[src/rtl/jetson_spi_slave.sv]
// SPI mode-0 slave for the Jetson link: 32-bit {index, data} frames in, one response frame out per CS window.
// Optional aborted-frame counter built only when JETSON_SPI_FRAME_ERR_CNT_EN is defined.
module jetson_spi_slave #(
   parameter int unsigned SYNC_STAGES = 2,
   parameter int unsigned FRAME_BITS  = 32
) (
   input  logic        clk,
   input  logic        rst_n,
   input  logic        spi_clk,
   input  logic        spi_cs,
   input  logic        spi_mosi,
   output logic        spi_miso,
   output logic        rx_valid,
   output logic [3:0]  rx_index,
   output logic [27:0] rx_data,
   input  logic        tx_valid,
   input  logic [3:0]  tx_index,
   input  logic [27:0] tx_data,
   output logic        tx_ready,
   input  logic [27:0] status,
   output logic [7:0]  frame_err_cnt
);

   typedef enum logic [1:0] {IDLE, LOAD, SHIFT, DONE} state_t;

   localparam logic [5:0] CNT_FULL = 6'(FRAME_BITS);
   localparam logic [5:0] CNT_SAT  = 6'(FRAME_BITS + 1);

   logic [SYNC_STAGES-1:0] sclk_q, scs_q, smosi_q;
   logic                   sclk_prev_q, scs_prev_q;
   logic                   sclk_s, scs_s, smosi_s;
   logic                   clk_rise, clk_fall, cs_rise, cs_fall;

   state_t                 state_q;
   logic [5:0]             cnt_q;
   logic [FRAME_BITS-1:0]  rx_shift_q, tx_shift_q;
   logic                   tx_owned_q;
   logic [FRAME_BITS-1:0]  resp;

   // Synchronisers reset low so a CS already low at reset release never looks like a falling edge.
   always_ff @(posedge clk or negedge rst_n) begin
      if (!rst_n) begin
         sclk_q      <= '0;
         scs_q       <= '0;
         smosi_q     <= '0;
         sclk_prev_q <= 1'b0;
         scs_prev_q  <= 1'b0;
      end else begin
         sclk_q      <= {sclk_q[SYNC_STAGES-2:0], spi_clk};
         scs_q       <= {scs_q[SYNC_STAGES-2:0], spi_cs};
         smosi_q     <= {smosi_q[SYNC_STAGES-2:0], spi_mosi};
         sclk_prev_q <= sclk_s;
         scs_prev_q  <= scs_s;
      end
   end

   assign sclk_s   = sclk_q[SYNC_STAGES-1];
   assign scs_s    = scs_q[SYNC_STAGES-1];
   assign smosi_s  = smosi_q[SYNC_STAGES-1];
   assign clk_rise = sclk_s & ~sclk_prev_q;
   assign clk_fall = ~sclk_s & sclk_prev_q;
   assign cs_rise  = scs_s & ~scs_prev_q;
   assign cs_fall  = ~scs_s & scs_prev_q;

   assign resp = tx_valid ? {tx_index, tx_data} : {4'h0, status};

   always_ff @(posedge clk or negedge rst_n) begin
      if (!rst_n) begin
         state_q    <= IDLE;
         cnt_q      <= '0;
         rx_shift_q <= '0;
         tx_shift_q <= '0;
         tx_owned_q <= 1'b0;
         spi_miso   <= 1'b0;
         rx_valid   <= 1'b0;
         rx_index   <= '0;
         rx_data    <= '0;
         tx_ready   <= 1'b0;
      end else begin
         rx_valid <= 1'b0;
         tx_ready <= 1'b0;
         case (state_q)
            IDLE: if (cs_fall) state_q <= LOAD;
            LOAD: begin
               tx_shift_q <= resp;
               tx_owned_q <= tx_valid;
               spi_miso   <= resp[FRAME_BITS-1];
               cnt_q      <= '0;
               state_q    <= SHIFT;
            end
            SHIFT: begin
               if (cs_rise) begin
                  if (cnt_q == CNT_FULL) begin
                     rx_valid <= 1'b1;
                     rx_index <= rx_shift_q[FRAME_BITS-1 -: 4];
                     rx_data  <= rx_shift_q[27:0];
                     tx_ready <= tx_owned_q;
                     state_q  <= DONE;
                  end else begin
                     state_q  <= IDLE;
                  end
               end else begin
                  if (clk_rise) begin
                     rx_shift_q <= {rx_shift_q[FRAME_BITS-2:0], smosi_s};
                     if (cnt_q != CNT_SAT) cnt_q <= cnt_q + 6'd1;
                  end
                  // Next MISO bit comes from the pre-shift register, so bit 30 follows bit 31.
                  if (clk_fall) begin
                     tx_shift_q <= {tx_shift_q[FRAME_BITS-2:0], 1'b0};
                     spi_miso   <= tx_shift_q[FRAME_BITS-2];
                  end
               end
            end
            DONE: state_q <= IDLE;
            default: state_q <= IDLE;
         endcase
      end
   end

`ifdef JETSON_SPI_FRAME_ERR_CNT_EN
   logic       abort;
   logic [7:0] err_cnt_q;

   assign abort = (state_q == SHIFT) && cs_rise && (cnt_q != CNT_FULL);

   always_ff @(posedge clk or negedge rst_n) begin
      if (!rst_n)                          err_cnt_q <= '0;
      else if (abort && err_cnt_q != '1)   err_cnt_q <= err_cnt_q + 8'd1;
   end

   assign frame_err_cnt = err_cnt_q;
`else
   assign frame_err_cnt = '0;
`endif

endmodule

[config.mk]
export PLATFORM = sky130hd
export DESIGN_NAME = jetson_spi_slave
export DESIGN_NICKNAME = d
export VERILOG_FILES = /design/src/rtl/jetson_spi_slave.sv
export SDC_FILE = /design/constraint.sdc
export NUM_CORES = 1
export LEC_CHECK = 0
export CORE_MARGIN = 3
export CORE_UTILIZATION = 46
export DETAILED_ROUTE_END_ITERATION = 6
export HOLD_SLACK_MARGIN = 0.1
export PLACE_DENSITY = 0.76
export SETUP_SLACK_MARGIN = 0.4
export SLEW_MARGIN = 10
export SYNTH_ARGS = -nofsm -noshare
export SYNTH_HDL_FRONTEND = slang
export SYNTH_SLANG_ARGS = --single-unit
[constraint.sdc]
create_clock -name clk -period 1.65 [get_ports clk]
set_input_delay 0.165 -clock clk [delete_from_list [all_inputs] [get_ports clk]]
set_output_delay 0.165 -clock clk [all_outputs]
set_load 0.01 [all_outputs]
==> out/metrics.yaml, run 1 <==
max_freq_mhz: 599
synthTopCellsByArea: "dfrtp_1 (56%), mux2_4 (8.5%), mux2_2 (7.7%)"
die_h_um: 112
syn_area_per_cell_um2: 12.3
yosysWarnings: 0
synthCells: 418
drt_iter0_drc: 252
grt_pass1_vias: 4079
viasPerCell: 5.42
whs_ps: 130
fin_crit_sh_pct: 101
gp_congestion: 0.834
synth-main-ff-cell: "dfrtp_1"
slew_headroom_pct: 59.9
slew_viol_final: 0
setup_viol: 18
period_needed_ps: 1670
numCtsBuffers: 17
place_worst_setup_slack_ps: 19.0
grt_pass1_wl_um: 20500
dieArea_um2: 12500
crit_family: "simple AND/OR/NAND/NOR gates"
clock-sinks: 115
grt_antenna_before_repair: 0
routed_wl_um: 14500
synth_seq_area_share_pct: 56.1
final_common_cell: "dfrtp_1"
multi_input_area_um2: 2660
core_area_um2: 10600
min_path_type: "primary input to flop"
cp_slowest_stage_delay_ps: 410
grt_max_degree: 116
crit_arrival_ps: 2070
final-hold-violation-count: 0
nets: 655
clock_skew_ps: 8.59
root_buffer: "clkbuf_8"
io_pins: 109
synthArstFlopShare_pct: 100
dr.pass1.iters: 4
cp-end-kind: "flop"
path_cells: "nor4b_4 -> nand4_4 -> buf_12 -> mux2_4"
start_util_pct: 48.4
drive_gt1_share_pct: 48.1
yosys.area.top_type: "dfrtp_1"
final_antenna_net_count: 0
worstSetupStartpointType: "flop"
rsz0062_at_grt: "true"
seqCellArea_um2: 2880
num_rows: 37
clockBufferDepth: 2
grt_use_total_pct: 20.3
dr_total_vias: 3983
peakVddDrop_mv: 0.740
port_buffers: 100
clk_latency_ps: 520
final_cell_mix: "dfrtp_1 (114), clkdlybuf4s50_1 (63), mux2_4 (62)"
clk_pin_slew_ps: 60
ys_types: 42
synth_top_area_share_pct: 56.1
dieWidth_um: 112
worst_pin_slew_ps: 602
drc: 0
grt-ovfl-total: 0
crit_slowest_cell: "dfrtp_1"
r2r_slack_ps: -20
antenna_cells: 0
ys_seq_elements: 115
layout_setup_ws_ps: -18.2
synth_edf_count: 0
synth_area_um2: 5130
cts_tree: "done"
outcome: "finished, violations left"
drv_cap: 0
dpl.hpwl_um: 7110
fillers: 635
p_per_area_nw_per_um2: 1230
crit_path_max_fanout: 17
violations: "negative setup slack"
crit_required_ps: 2050
area_growth_pct: 57.2
htreeDepth: 4
power_leakage_nw: 4.01
wire_per_inst_um: 19.7
worstSetupPathType: "flop to flop"
path_buf_inv: 1
==> repair_timing <==
item | 4_1_cts | 5_1_grt
setup endpoints to repair | 142 | 122
gates cloned | 7 | 8
hold endpoints to repair | 117 | 0
pin swaps | 17 | 23
buffers inserted | 15 | 20
gates resized for setup | 211 | 108
hold buffers | 3 | 0
==> report_power, final <==
part           internal [mW]  switching [mW]
logic                   1.45            1.36
registers               3.28           0.455
clock network           2.01            1.38
total                   6.73            3.19
==> cell type report <==
cell class	count	area share, %
sequential	115	35.7
multi-input combinational	272	32.9
timing repair buffer	175	22.3
clock buffer	18	5.18
tap	136	2.11
clock inverter	14	1.63
inverter	5	0.233
==> registers in the layout, summed over array words and instances (netlist names), 2 cells and up <==
name        count
rx_data        28
rx_shift_q     32
scs_q           2
state_q         2
rx_index        4
cnt_q           6
smosi_q         2
tx_shift_q     31
sclk_q          2
==> cells by family after synthesis <==
| logic type | count (synthesis) | share of synthesized area, % |
|---|---|---|
| adder cells (fa/ha/maj) | 3 | 0.731 |
| multiplexers | 94 | 22.0 |
| flip-flops | 115 | 56.1 |
| AO/OA/AOI/OAI | 73 | 7.61 |
| XOR/XNOR | 1 | 0.171 |
| AND/OR/NAND/NOR | 92 | 9.00 |
| buffers and inverters | 39 | 4.31 |
| other | 1 | 0.0731 |
==> path summary, 6_finish.rpt <==
path | startpoint | endpoint | cells after the start
setup / recovery | cnt_q[3] | rx_data[6] | 4
hold / removal | spi_clk | sclk_q[0] | 1
setup reg to reg | cnt_q[3] | rx_data[6] | 4
hold reg to reg | scs_q[0] | scs_q[1] | 0
max in group asynchronous | rst_n | sclk_q[1] | 3
min in group asynchronous | rst_n | tx_shift_q[10] | 3
==> cell usage after synthesis, types with 2 or more instances <==
cell	n
and3_1	5
inv_1	5
o21ai_0	32
mux2_2	35
buf_2	14
o21ai_1	2
nor3b_1	2
nand3_1	5
mux2_4	29
nand2_1	37
buf_4	9
a21oi_1	32
clkbuf_1	6
mux2i_1	29
dfrtp_1	115
nor2_1	29
nand2b_1	2
ha_1	3
buf_6	3
nor2b_1	2
==> per-stage QoR <==
stage / cell area, um^2 / total power [mW] / instances / TNS [ps] / utilization (%)
floorplan: 5230 / 4.61 / 425 / 0 / -
global placement: 6390 / 5.04 / 650 / 0 / 60.3
detailed placement: 6390 / 5.15 / 650 / 0 / 60.3
CTS: 7330 / 9.04 / 707 / 0 / 69.1
global route: 8070 / 10.3 / 735 / -1660 / 76.1
finish: 8070 / 9.92 / 735 / -123 / 76.1
==> worst register-to-register path, stage by stage (launching register included) <==
cell and delay [ps]:
dfrtp_1 410, nor4b_4 390, nand4_4 210, buf_12 220, mux2_4 320
==> metal layers <==
| metal | up-vias | wire length [um] | GRT usage [%] |
|---|---|---|---|
| met2 | 141 | 7540 | 33.3 |
| met5 | - | 0 | 0 |
| li1 | 1788 | - | - |
| met3 | 20 | 790 | 6.36 |
| met4 | 0 | 207 | 7.22 |
| met1 | 2034 | 5950 | 25.3 |
Note: power is estimated with default switching activity, not from simulation.
==> run 2, diff against run 1 <==
--- a/config.mk
+++ b/config.mk
@@ -6,12 +6,12 @@
 export NUM_CORES = 1
 export LEC_CHECK = 0
 export CORE_MARGIN = 3
-export CORE_UTILIZATION = 46
+export CORE_UTILIZATION = 57
 export DETAILED_ROUTE_END_ITERATION = 6
+export DONT_BUFFER_PORTS = 1
 export HOLD_SLACK_MARGIN = 0.1
-export PLACE_DENSITY = 0.76
+export PLACE_DENSITY = 0.75
 export SETUP_SLACK_MARGIN = 0.4
-export SLEW_MARGIN = 10
 export SYNTH_ARGS = -nofsm -noshare
 export SYNTH_HDL_FRONTEND = slang
 export SYNTH_SLANG_ARGS = --single-unit
==> run 2 against run 1 <==
Effect of this change: the run ends with negative hold slack, negative setup slack left; register-to-register slack worse by 120 ps; setup slack worse by 120 ps; critical endpoint is now rx_data[19]; routed wire length is 16% higher; final area is 6.6% lower; sequential power hardly changed; maximum frequency is 6.8% lower; core utilization is 13 points higher; die area is 18% lower.
==> out/metrics.yaml, run 2 (same netlist as run 1, synthesis figures left out) <==
layout_setup_ws_ps: -140
crit_arrival_ps: 2180
num_rows: 33
cts_hold_buf: 65
dieWidth_um: 101
dpl.hpwl_um: 5880
violations: "negative hold slack, negative setup slack"
drc: 0
grt-ovfl-total: 0
final_cell_area_um2: 7540
crit_path_max_fanout: 16
final_common_cell: "dfrtp_1"
cp-end-kind: "flop"
routed_wl_um: 16800
dr_total_vias: 3906
area_growth_pct: 46.8
largest_register: "rx_shift_q"
htreeDepth: 4
worstSetupPathType: "flop to flop"
rsz0062_at_grt: "true"
clock-sinks: 115
drv_cap: 0
period_needed_ps: 1790
drive_gt1_share_pct: 38.3
power_mw: 10.5
clk_pin_slew_ps: 60
placed_area_um2: 5280
largest_reg_flops: 32
slew_viol_final: 0
start_util_pct: 60.6
die_h_um: 101
dieArea_um2: 10200
place_worst_setup_slack_ps: 23.1
wire_per_inst_um: 26.5
cts_tree: "done"
fin_crit_sh_pct: 109
clk_latency_ps: 520
outcome: "finished, violations left"
p_per_area_nw_per_um2: 1390
final_antenna_net_count: 0
core_area_um2: 8460
max_freq_mhz: 559
clock_skew_ps: 17.1
whs_ps: -648
antenna_cells: 0
dr.pass1.iters: 5
gp_congestion: 0.837
port_buffers: 0
final_cell_mix: "dfrtp_1 (114), dlygate4sd3_1 (64), mux2_4 (61)"
grt_use_total_pct: 27.7
grt_max_degree: 116
numCtsBuffers: 17
grt_antenna_before_repair: 0
worstSetupStartpointType: "flop"
largestRegisters: "rx_shift_q x32, tx_shift_q x31, rx_data x28"
grt_pass1_wl_um: 21100
io_pins: 109
setup_viol: 45
viasPerCell: 6.17
final-hold-violation-count: 115
clockBufferDepth: 2
nets: 584
crit_required_ps: 2040
root_buffer: "clkbuf_8"
min_path_type: "primary input to async pin"
power_leakage_nw: 3.65
peakVddDrop_mv: 1.22
grt_pass1_vias: 4092
drt_iter0_drc: 249
run 2: per-layer routing:
layer | vias to the layer above | wire (um) | GRT usage (%)
li1 | 1637 | - | -
met2 | 226 | 8680 | 48.6
met1 | 1961 | 6060 | 31.3
met3 | 82 | 1110 | 6.71
met4 | 0 | 949 | 14.0
met5 | - | 0 | 0
run 2: timing repair:
action / CTS / global route
buffers inserted: 11 / 1
gates resized for setup: 82 / 58
pin swaps: 18 / 13
hold endpoints to repair: 151 / 115
gates cloned: 9 / 3
setup endpoints to repair: 106 / 107
run 2: path summary, 6_finish.rpt:
check	startpoint	to	slack, ps	depth (start not counted)
setup / recovery	cnt_q[4]	rx_data[19]	-140	4
hold / removal	rst_n	rx_valid	-650	0
setup reg to reg	cnt_q[4]	rx_data[19]	-140	4
hold reg to reg	smosi_q[0]	smosi_q[1]	350	0
max in group asynchronous	rst_n	tx_shift_q[11]	2110	0
min in group clk	spi_mosi	smosi_q[0]	210	1
run 2: worst max-delay path, cell delays in order, from the launching register on:
cell       delay (ps)
dfrtp_1           440
nor4b_4           440
nand4_4           210
clkbuf_16         260
mux2_4            310
run 2: through the flow:
step / TNS, ps / instances / utilization (%)
detailed placement: 0 / 512 / 62.4
floorplan: 0 / 425 / -
CTS: 0 / 629 / 85.1
global placement: 0 / 512 / 62.4
finish: -3770 / 633 / 89.0
global route: -4550 / 633 / 89.0
run 2: power breakdown:
group          switching, mW  internal (mW)  leakage (nW)  total, mW
Sequential             0.463           3.28          1.54       3.74
Clock                   1.42           2.71         0.320       4.13
Combinational           1.37           1.25          1.80       2.63
run 2: layout make-up:
| cell class | count | area (um^2) |
|---|---|---|
| flip-flops and latches | 115 | 2880 |
| multi-input cells | 271 | 2510 |
| repair buffers | 105 | 1330 |
| fillers | 282 | 928 |
| clock buffers | 19 | 442 |
| clock inverters | 13 | 219 |
| well taps | 105 | 131 |
| inverters | 5 | 18.8 |
==> run 3, diff against run 2 <==
--- a/config.mk
+++ b/config.mk
@@ -12,6 +12,7 @@
 export HOLD_SLACK_MARGIN = 0.1
 export PLACE_DENSITY = 0.75
 export SETUP_SLACK_MARGIN = 0.4
+export SLEW_MARGIN = 25
 export SYNTH_ARGS = -nofsm -noshare
 export SYNTH_HDL_FRONTEND = slang
 export SYNTH_SLANG_ARGS = --single-unit
==> results of run 3 <==
No change in the layout: final DEF, timing and power equal those of run 2.
